## src/rtl/iteration_ctrl_pkg.sv

```systemverilog
// ----------------------------------------------------------------------------
// iteration_ctrl_pkg
// Shared definitions for the Mandelbrot pixel iteration controller.
//   iter_state_t      : controller FSM states (IDLE, ITERATE, DONE)
//   FRAC_BITS         : fractional bits of the signed Q3.13 number format
//   ESCAPE_THRESHOLD  : 4.0 expressed in the squared-product domain
//                       (a Q3.13 value squared carries 2*FRAC_BITS fraction
//                       bits, so 4.0 becomes 4 << 26 = 2^28)
// ----------------------------------------------------------------------------
package iteration_ctrl_pkg;

    typedef enum logic [1:0] {
        IDLE    = 2'd0,
        ITERATE = 2'd1,
        DONE    = 2'd2
    } iter_state_t;

    localparam int FRAC_BITS = 13;

    localparam int unsigned ESCAPE_THRESHOLD = 32'd4 << (2 * FRAC_BITS);

endpackage

```

## src/rtl/iteration_ctrl_escape_check.sv

```systemverilog
// ----------------------------------------------------------------------------
// escape_check
// Combinational escape test for the current orbit point: flags when
// |z|^2 = zr*zr + zi*zi is at least 4.0. The magnitude is formed exactly in
// 2*WIDTH+1 unsigned bits, so no intermediate overflow is possible.
//   z_real, z_imaginary : current orbit point (signed Q3.13)
//   is_escaped          : 1 when |z|^2 >= 4.0
// ----------------------------------------------------------------------------
import iteration_ctrl_pkg::*;

module escape_check #(
    parameter int WIDTH = 16
) (
    input  logic signed [WIDTH-1:0] z_real,
    input  logic signed [WIDTH-1:0] z_imaginary,
    output logic                    is_escaped
);

    logic signed [2*WIDTH-1:0] zrExt;
    logic signed [2*WIDTH-1:0] ziExt;
    logic signed [2*WIDTH-1:0] sqReal;
    logic signed [2*WIDTH-1:0] sqImag;
    logic        [2*WIDTH:0]   magSq;

    // Squares are never negative, so zero-extending them into the sum is
    // safe; even (-2^15)^2 twice fits comfortably in the 33-bit result.
    always_comb begin
        zrExt      = (2*WIDTH)'(z_real);
        ziExt      = (2*WIDTH)'(z_imaginary);
        sqReal     = zrExt * zrExt;
        sqImag     = ziExt * ziExt;
        magSq      = {1'b0, sqReal} + {1'b0, sqImag};
        is_escaped = (magSq >= (2*WIDTH+1)'(ESCAPE_THRESHOLD));
    end

endmodule

```

## src/rtl/new_z.sv

```systemverilog
// ----------------------------------------------------------------------------
// new_z
// Combinational complex datapath computing z' = z^2 + c in signed fixed point.
// Results wrap at WIDTH bits; there is no saturation.
//   z_real, z_imaginary     : current orbit point (signed, FRAC fraction bits)
//   c_real, c_imaginary     : pixel constant (signed, FRAC fraction bits)
//   new_real, new_imaginary : next orbit point (signed, wrapped to WIDTH)
// ----------------------------------------------------------------------------
module new_z #(
    parameter int WIDTH = 16,
    parameter int FRAC  = 13
) (
    input  logic signed [WIDTH-1:0] z_real,
    input  logic signed [WIDTH-1:0] z_imaginary,
    input  logic signed [WIDTH-1:0] c_real,
    input  logic signed [WIDTH-1:0] c_imaginary,
    output logic signed [WIDTH-1:0] new_real,
    output logic signed [WIDTH-1:0] new_imaginary
);

    logic signed [2*WIDTH-1:0] zrExt;
    logic signed [2*WIDTH-1:0] ziExt;
    logic signed [2*WIDTH-1:0] prodRR;
    logic signed [2*WIDTH-1:0] prodII;
    logic signed [2*WIDTH-1:0] prodRI;
    logic signed [2*WIDTH:0]   diff;

    // Operands are sign-extended to full product width before multiplying so
    // every product is exact. The real part needs one extra bit because
    // zr^2 - zi^2 can span the full range of both squares.
    always_comb begin
        zrExt  = (2*WIDTH)'(z_real);
        ziExt  = (2*WIDTH)'(z_imaginary);
        prodRR = zrExt * zrExt;
        prodII = ziExt * ziExt;
        prodRI = zrExt * ziExt;
        diff   = {prodRR[2*WIDTH-1], prodRR} - {prodII[2*WIDTH-1], prodII};
    end

    // Rescaling back to the Q format is an arithmetic shift by FRAC; the
    // factor of two in 2*zr*zi is folded in by shifting one place less.
    // Truncating to WIDTH bits before adding c gives the intended wrap.
    always_comb begin
        new_real      = WIDTH'(diff >>> FRAC) + c_real;
        new_imaginary = WIDTH'(prodRI >>> (FRAC - 1)) + c_imaginary;
    end

endmodule

```

## src/rtl/iteration_ctrl.sv

```systemverilog
// ----------------------------------------------------------------------------
// iteration_ctrl
// Per-pixel Mandelbrot iteration controller. On an accepted start it latches
// c, starts the orbit at z = 0 and iterates z <- z^2 + c until |z|^2 >= 4.0
// or the iteration cap is reached, then pulses done for one cycle.
//   clk          : clock, all state changes on the rising edge
//   rst          : synchronous active-high reset
//   start        : request a new pixel evaluation (accepted only in IDLE)
//   c_real/_imag : pixel constant, sampled with the accepted start
//   busy         : high while iterating
//   done         : one-cycle completion pulse
//   iter_count   : iterations reached at completion (held until next start)
//   escaped      : 1 = orbit escaped, 0 = hit MAX_ITER (held likewise)
//   abort        : only with ITERATION_CTRL_ABORT_EN defined; drops the
//                  current pixel and returns to IDLE without a done pulse
// Build option: define ITERATION_CTRL_ABORT_EN to add the abort input.
// ----------------------------------------------------------------------------
import iteration_ctrl_pkg::*;

module iteration_ctrl #(
    parameter int FIXED_POINT_WIDTH = 16,
    parameter int ITER_WIDTH        = 8,
    parameter int MAX_ITER          = 255
) (
    input  logic                                clk,
    input  logic                                rst,
    input  logic                                start,
`ifdef ITERATION_CTRL_ABORT_EN
    input  logic                                abort,
`endif
    input  logic signed [FIXED_POINT_WIDTH-1:0] c_real,
    input  logic signed [FIXED_POINT_WIDTH-1:0] c_imaginary,
    output logic                                busy,
    output logic                                done,
    output logic        [ITER_WIDTH-1:0]        iter_count,
    output logic                                escaped
);

    localparam logic [ITER_WIDTH-1:0] MAX_CNT = ITER_WIDTH'(MAX_ITER);

    iter_state_t state;
    iter_state_t stateNext;

    logic signed [FIXED_POINT_WIDTH-1:0] cReal;
    logic signed [FIXED_POINT_WIDTH-1:0] cImag;
    logic signed [FIXED_POINT_WIDTH-1:0] zReal;
    logic signed [FIXED_POINT_WIDTH-1:0] zImag;
    logic signed [FIXED_POINT_WIDTH-1:0] cRealNext;
    logic signed [FIXED_POINT_WIDTH-1:0] cImagNext;
    logic signed [FIXED_POINT_WIDTH-1:0] zRealNext;
    logic signed [FIXED_POINT_WIDTH-1:0] zImagNext;
    logic signed [FIXED_POINT_WIDTH-1:0] newReal;
    logic signed [FIXED_POINT_WIDTH-1:0] newImag;
    logic        [ITER_WIDTH-1:0]        cnt;
    logic        [ITER_WIDTH-1:0]        cntNext;
    logic        [ITER_WIDTH-1:0]        iterCountNext;
    logic                                escapedNext;
    logic                                isEscaped;

    new_z #(
        .WIDTH (FIXED_POINT_WIDTH),
        .FRAC  (FRAC_BITS)
    ) uNewZ (
        .z_real        (zReal),
        .z_imaginary   (zImag),
        .c_real        (cReal),
        .c_imaginary   (cImag),
        .new_real      (newReal),
        .new_imaginary (newImag)
    );

    escape_check #(
        .WIDTH (FIXED_POINT_WIDTH)
    ) uEscapeCheck (
        .z_real      (zReal),
        .z_imaginary (zImag),
        .is_escaped  (isEscaped)
    );

    // State and datapath registers. Reset wins over everything and wipes the
    // pixel in flight, so an interrupted evaluation never produces a done.
    always_ff @(posedge clk) begin
        if (rst) begin
            state      <= IDLE;
            cReal      <= '0;
            cImag      <= '0;
            zReal      <= '0;
            zImag      <= '0;
            cnt        <= '0;
            iter_count <= '0;
            escaped    <= '0;
        end else begin
            state      <= stateNext;
            cReal      <= cRealNext;
            cImag      <= cImagNext;
            zReal      <= zRealNext;
            zImag      <= zImagNext;
            cnt        <= cntNext;
            iter_count <= iterCountNext;
            escaped    <= escapedNext;
        end
    end

    // Next-state and output logic. Each ITERATE cycle judges the current z
    // before stepping it, and the escape test outranks the iteration cap so a
    // point that escapes exactly on the last allowed step reports escaped=1.
    // start is only looked at in IDLE, so requests during a run are dropped.
    always_comb begin
        stateNext     = state;
        cRealNext     = cReal;
        cImagNext     = cImag;
        zRealNext     = zReal;
        zImagNext     = zImag;
        cntNext       = cnt;
        iterCountNext = iter_count;
        escapedNext   = escaped;
        busy          = 1'b0;
        done          = 1'b0;

        case (state)
            IDLE: begin
                if (start) begin
                    cRealNext     = c_real;
                    cImagNext     = c_imaginary;
                    zRealNext     = '0;
                    zImagNext     = '0;
                    cntNext       = '0;
                    iterCountNext = '0;
                    escapedNext   = 1'b0;
                    stateNext     = ITERATE;
                end
            end

            ITERATE: begin
                busy = 1'b1;
`ifdef ITERATION_CTRL_ABORT_EN
                if (abort) begin
                    iterCountNext = '0;
                    escapedNext   = 1'b0;
                    stateNext     = IDLE;
                end else
`endif
                if (isEscaped) begin
                    iterCountNext = cnt;
                    escapedNext   = 1'b1;
                    stateNext     = DONE;
                end else if (cnt == MAX_CNT) begin
                    iterCountNext = MAX_CNT;
                    escapedNext   = 1'b0;
                    stateNext     = DONE;
                end else begin
                    zRealNext = newReal;
                    zImagNext = newImag;
                    cntNext   = cnt + 1'b1;
                end
            end

            DONE: begin
                done      = 1'b1;
                stateNext = IDLE;
            end

            default: begin
                stateNext = IDLE;
            end
        endcase
    end

endmodule

```

## config.mk

```make
export PLATFORM = sky130hd
export DESIGN_NAME = iteration_ctrl
export DESIGN_NICKNAME = d
export VERILOG_FILES = /design/src/rtl/iteration_ctrl_pkg.sv /design/src/rtl/iteration_ctrl_escape_check.sv /design/src/rtl/new_z.sv /design/src/rtl/iteration_ctrl.sv
export SDC_FILE = /design/constraint.sdc
export NUM_CORES = 2
export LEC_CHECK = 0
export ABC_AREA = 1
export ABC_CLOCK_PERIOD_IN_PS = 11370
export CORE_MARGIN = 3
export CORE_UTILIZATION = 55
export DETAILED_ROUTE_END_ITERATION = 10
export HOLD_SLACK_MARGIN = 0.1
export PLACE_DENSITY = 0.71
export RECOVER_POWER = 25
export SLEW_MARGIN = 20
export SYNTH_ARGS = -nofsm -noshare
export SYNTH_HDL_FRONTEND = slang
export SYNTH_HIERARCHICAL = 1
export SYNTH_SLANG_ARGS = --single-unit
```

## constraint.sdc

```tcl
create_clock -name clk -period 11.37 [get_ports clk]
set_clock_uncertainty 0.05 [all_clocks]
set_input_delay 2.274 -clock clk [delete_from_list [all_inputs] [get_ports clk]]
set_output_delay 2.274 -clock clk [all_outputs]
set_load 0.05 [all_outputs]
```

==> flow_summary.yaml <==
status:
  status: "finished, violations left"
  violations: "max-capacitance violations, max-slew violations"
clocking:
  clock-sinks: 83
  cts_made_buffers: 9
  clk_path_buf_depth: 2
  clk_root_buffer_cell: "clkbuf_16"
  cts_resized: 0
  cts_tree: "done"
  postCtsSetupBuffers: 0
  hold_buffers: 0
  htreeDepth: 3
  clk_pin_slew_ns: 0.07
  clk_latency_ns: 0.38
sta:
  finalCritPeriodShare_pct: 87.0
  period_minus_slack_ns: 9.89
  tightest_slew_ns: 4.09
  fmaxAchievable_mhz: 101
  setup_violations: 0
  finalSetupTns_ns: 0
  rsz0062_at_grt: "false"
  final-hold-violation-count: 0
  slew_viol_final: 72
  relSlewSlack_pct: -173
die:
  ioPinCount: 46
  dieArea_mm2: 0.0966
  die_width_um: 311
  fp.dieH_um: 311
  coreArea_mm2: 0.0918
  start_util_pct: 55.6
  num_rows: 111
grt:
  grt_overflow: 0
  met3_usage_pct: 3.30
  use_met1_pct: 36.8
  met2_usage_pct: 44.5
  grt_start_max_net_pins: 72
  first_global_vias: 40300
  antenna_found_initial: 1
  track_usage_pct: 26.6
  grt_pass1_wl_mm: 207
  busiest_layer: "met2"
layout:
  diodes: 0
  nets: 7954
  area_growth_pct: 3.81
  layout-drive-gt1-share_pct: 3.90
  fin_area_mm2: 0.0530
power:
  powerDensity_mw_per_mm2: 153
  power.share.clock_pct: 3.7
  seqPwrFrac_pct: 6.3
  vdd_drop_max_uv: 481
  sw_frac_of_total_pct: 62.5
  pwr-share-comb_pct: 90.0
  p_leak_nw: 30.2
  p_int_w: 0.00304
  p_sw_w: 0.00506
logic_synthesis:
  synthSimpleGateAreaFrac_pct: 14.4
  synth_area_leaders: "fa_1, inv_1, ha_1"
  synthMuxAreaShare_pct: 0
  synth-seq-cells: 83
  syn_area_per_cell_um2: 8.04
  synth_compound_area_share_pct: 4.93
  synth_top_family_by_area: "adder cells"
  syn-cell-area_mm2: 0.0511
  synth_cells: 6351
  synthAdderAreaFrac_pct: 57.7
  yosysTopAreaCell: "fa_1"
  yosysSeqAreaShare_pct: 3.25
  yosysUniqueCellTypes: 61
  synth_fp_nets: 8033
  synth_top_area_share_pct: 46.2
  yosysWarnings: 6
  synth_xor_area_share_pct: 2.88
worst_hold_path:
  hp-class: "reg -> reg"
critical_path:
  worstReg2RegStart: "zReal[6]$_SDFFE_PP0P_"
  crit_start: "zReal[6]$_SDFFE_PP0P_"
  crit_path_max_fanout: 33
  cp-endpoint: "zReal[13]$_SDFFE_PP0P_"
  worstPathArrival_ns: 10.14
  cp-end-kind: "flop"
  cp.required_ns: 11.62
  ff2ff_path_depth: 32
  regToRegSetupSlack_ns: 1.48
  r2r_end: "zReal[13]$_SDFFE_PP0P_"
  slowest_delay_ns: 0.98
  cp_common_cell: "fa_1"
  startpoint_type: "flop"
  crit_slowest_cell: "dfxtp_2"
  critPathKind: "reg -> reg"
place:
  dpl-instance-area_mm2: 0.0527
  dp_hpwl_mm: 106
  io_buffers: 45
  gp_congestion: 0.968
drt:
  drtAntennaViolNets: 0
  wl_mm: 124
  drc_errors: 0
  drt_iter0_markers: 2653
  first_pass_iters: 6
  vias: 38200
  wire_per_inst_um: 16.5
  vias_per_cell: 5.08
run:
  cap_violations: 1
## routing by layer
| metal | routed length (µm) | vias to the layer above |
|---|---|---|
| met5 | 0 | - |
| met4 | 3850 | 0 |
| met3 | 8530 | 178 |
| met2 | 59200 | 1153 |
| met1 | 52400 | 19000 |
| li1 | - | 17900 |
## critical path: cells and delay by family, from the launching register on
| family | cells | cell delay [ns] |
|---|---|---|
| AOI/OAI and AO/OA | 8 | 1.28 |
| and+or+nand+nor | 6 | 1.32 |
| buffers and inverters | 6 | 0.80 |
| adders and majority gates | 10 | 4.84 |
| DFF | 1 | 0.98 |
| xor gates and xnor gates | 2 | 0.53 |
## flip-flops by register name, indices dropped and copies added (netlist names)
| signal | flops |
|---|---|
| cImag | 16 |
| cReal | 16 |
| cnt | 8 |
| escaped | 1 |
| iter_count | 8 |
| state | 2 |
| zImag | 16 |
| zReal | 16 |
## cell families (layout without fill, tap and decap cells)
family | count (synthesis) | in the layout
compound gates | 422 | 422
xor+xnor | 168 | 168
fa+ha+maj | 1647 | 1647
buf+inv | 2256 | 2182
flops | 83 | 83
simple gates | 1775 | 1775
## cell type report
class                   instances  area (µm²)
clock inverters                 6        48.8
fillers                      8457       38800
multi-input cells            4012       40800
inverters                    2062        7750
repair buffers                104         902
well taps                    1243        1560
clock buffers                  10         239
flip-flops and latches         83        1700
## through the flow
stage	setup slack [ns]	std cells	utilization (%)	power [W]	hold WS [ns]
3_5_place_dp	1.90	7504	57.4	0.00759	0.418
6_report	1.48	7520	57.8	0.00810	0.427
2_1_floorplan	3.27	6351	-	0.00561	0.403
4_1_cts	1.86	7520	57.8	0.00794	0.427
5_1_grt	1.08	7520	57.8	0.00884	0.440
3_3_place_gp	1.98	7504	57.4	0.00755	0.412
## synth_stat cells (all sizes together)
master and n:
dfxtp 83, clkbuf 146, buf 48, a31o 2
o211ai 5, a221oi 2, fa 1179, a211oi 3
nor3b 2, o211a 1, inv 2059, o21ai 165
o21a 7, nor4 6, a31oi 7, and2 2
nor3 27, nor2 283, xnor2 62, o21bai 16
xor2 106, a21o 24, nand2 1246, and3 4
a21oi 177, or2 15, a21boi 9, nand3b 5
nand3 158, nand4 27, clkinv 3, ha 468
o31ai 2, o41ai 1, a311oi 1
## power groups by stage
stage / sequential, W / combinational (W) / clock (W)
5_1_grt: 0.000512 / 0.00801 / 0.000318
3_3_place_gp: 0.000509 / 0.00704 / 0
2_1_floorplan: 0.000422 / 0.00519 / 0
4_1_cts: 0.000503 / 0.00713 / 0.000309
6_report: 0.000507 / 0.00729 / 0.000302
3_5_place_dp: 0.000510 / 0.00708 / 0
## worst min-delay path by stage
| stage | cells past startpoint | startpoint | slack [ns] | to |
|---|---|---|---|---|
| after floorplan | 2 | zImag[1]$_SDFFE_PP0P_ | 0.40 | zImag[1]$_SDFFE_PP0P_ |
| after global placement | 2 | iter_count[3]$_SDFFE_PP0P_ | 0.41 | iter_count[3]$_SDFFE_PP0P_ |
| after detailed placement | 2 | iter_count[0]$_SDFFE_PP0P_ | 0.42 | iter_count[0]$_SDFFE_PP0P_ |
| after CTS | 2 | iter_count[1]$_SDFFE_PP0P_ | 0.43 | iter_count[1]$_SDFFE_PP0P_ |
| after global routing | 2 | iter_count[0]$_SDFFE_PP0P_ | 0.44 | iter_count[0]$_SDFFE_PP0P_ |
| final | 2 | iter_count[1]$_SDFFE_PP0P_ | 0.43 | iter_count[1]$_SDFFE_PP0P_ |
## layout by cell type, fill, tap and decap left out, drive strengths merged, types with 3 or more instances in the layout
| cell | n |
|---|---|
| nand4 | 27 |
| a21oi | 177 |
| dlygate4sd3 | 11 |
| fa | 1179 |
| nand2 | 1246 |
| xnor2 | 62 |
| a21boi | 9 |
| nor3 | 27 |
| clkinvlp | 3 |
| clkbuf | 11 |
| dfxtp | 83 |
| o211ai | 5 |
| clkinv | 5 |
| o21bai | 16 |
| xor2 | 106 |
| buf | 58 |
| nand3b | 5 |
| o21ai | 165 |
| o21a | 7 |
| a21o | 24 |
| inv | 2060 |
| a31oi | 7 |
| nor4 | 6 |
| clkdlybuf4s50 | 34 |
| a211oi | 3 |
| nand3 | 158 |
| nor2 | 283 |
| ha | 468 |
| and3 | 4 |
| or2 | 15 |
Note: power is estimated with default switching activity, not from simulation.
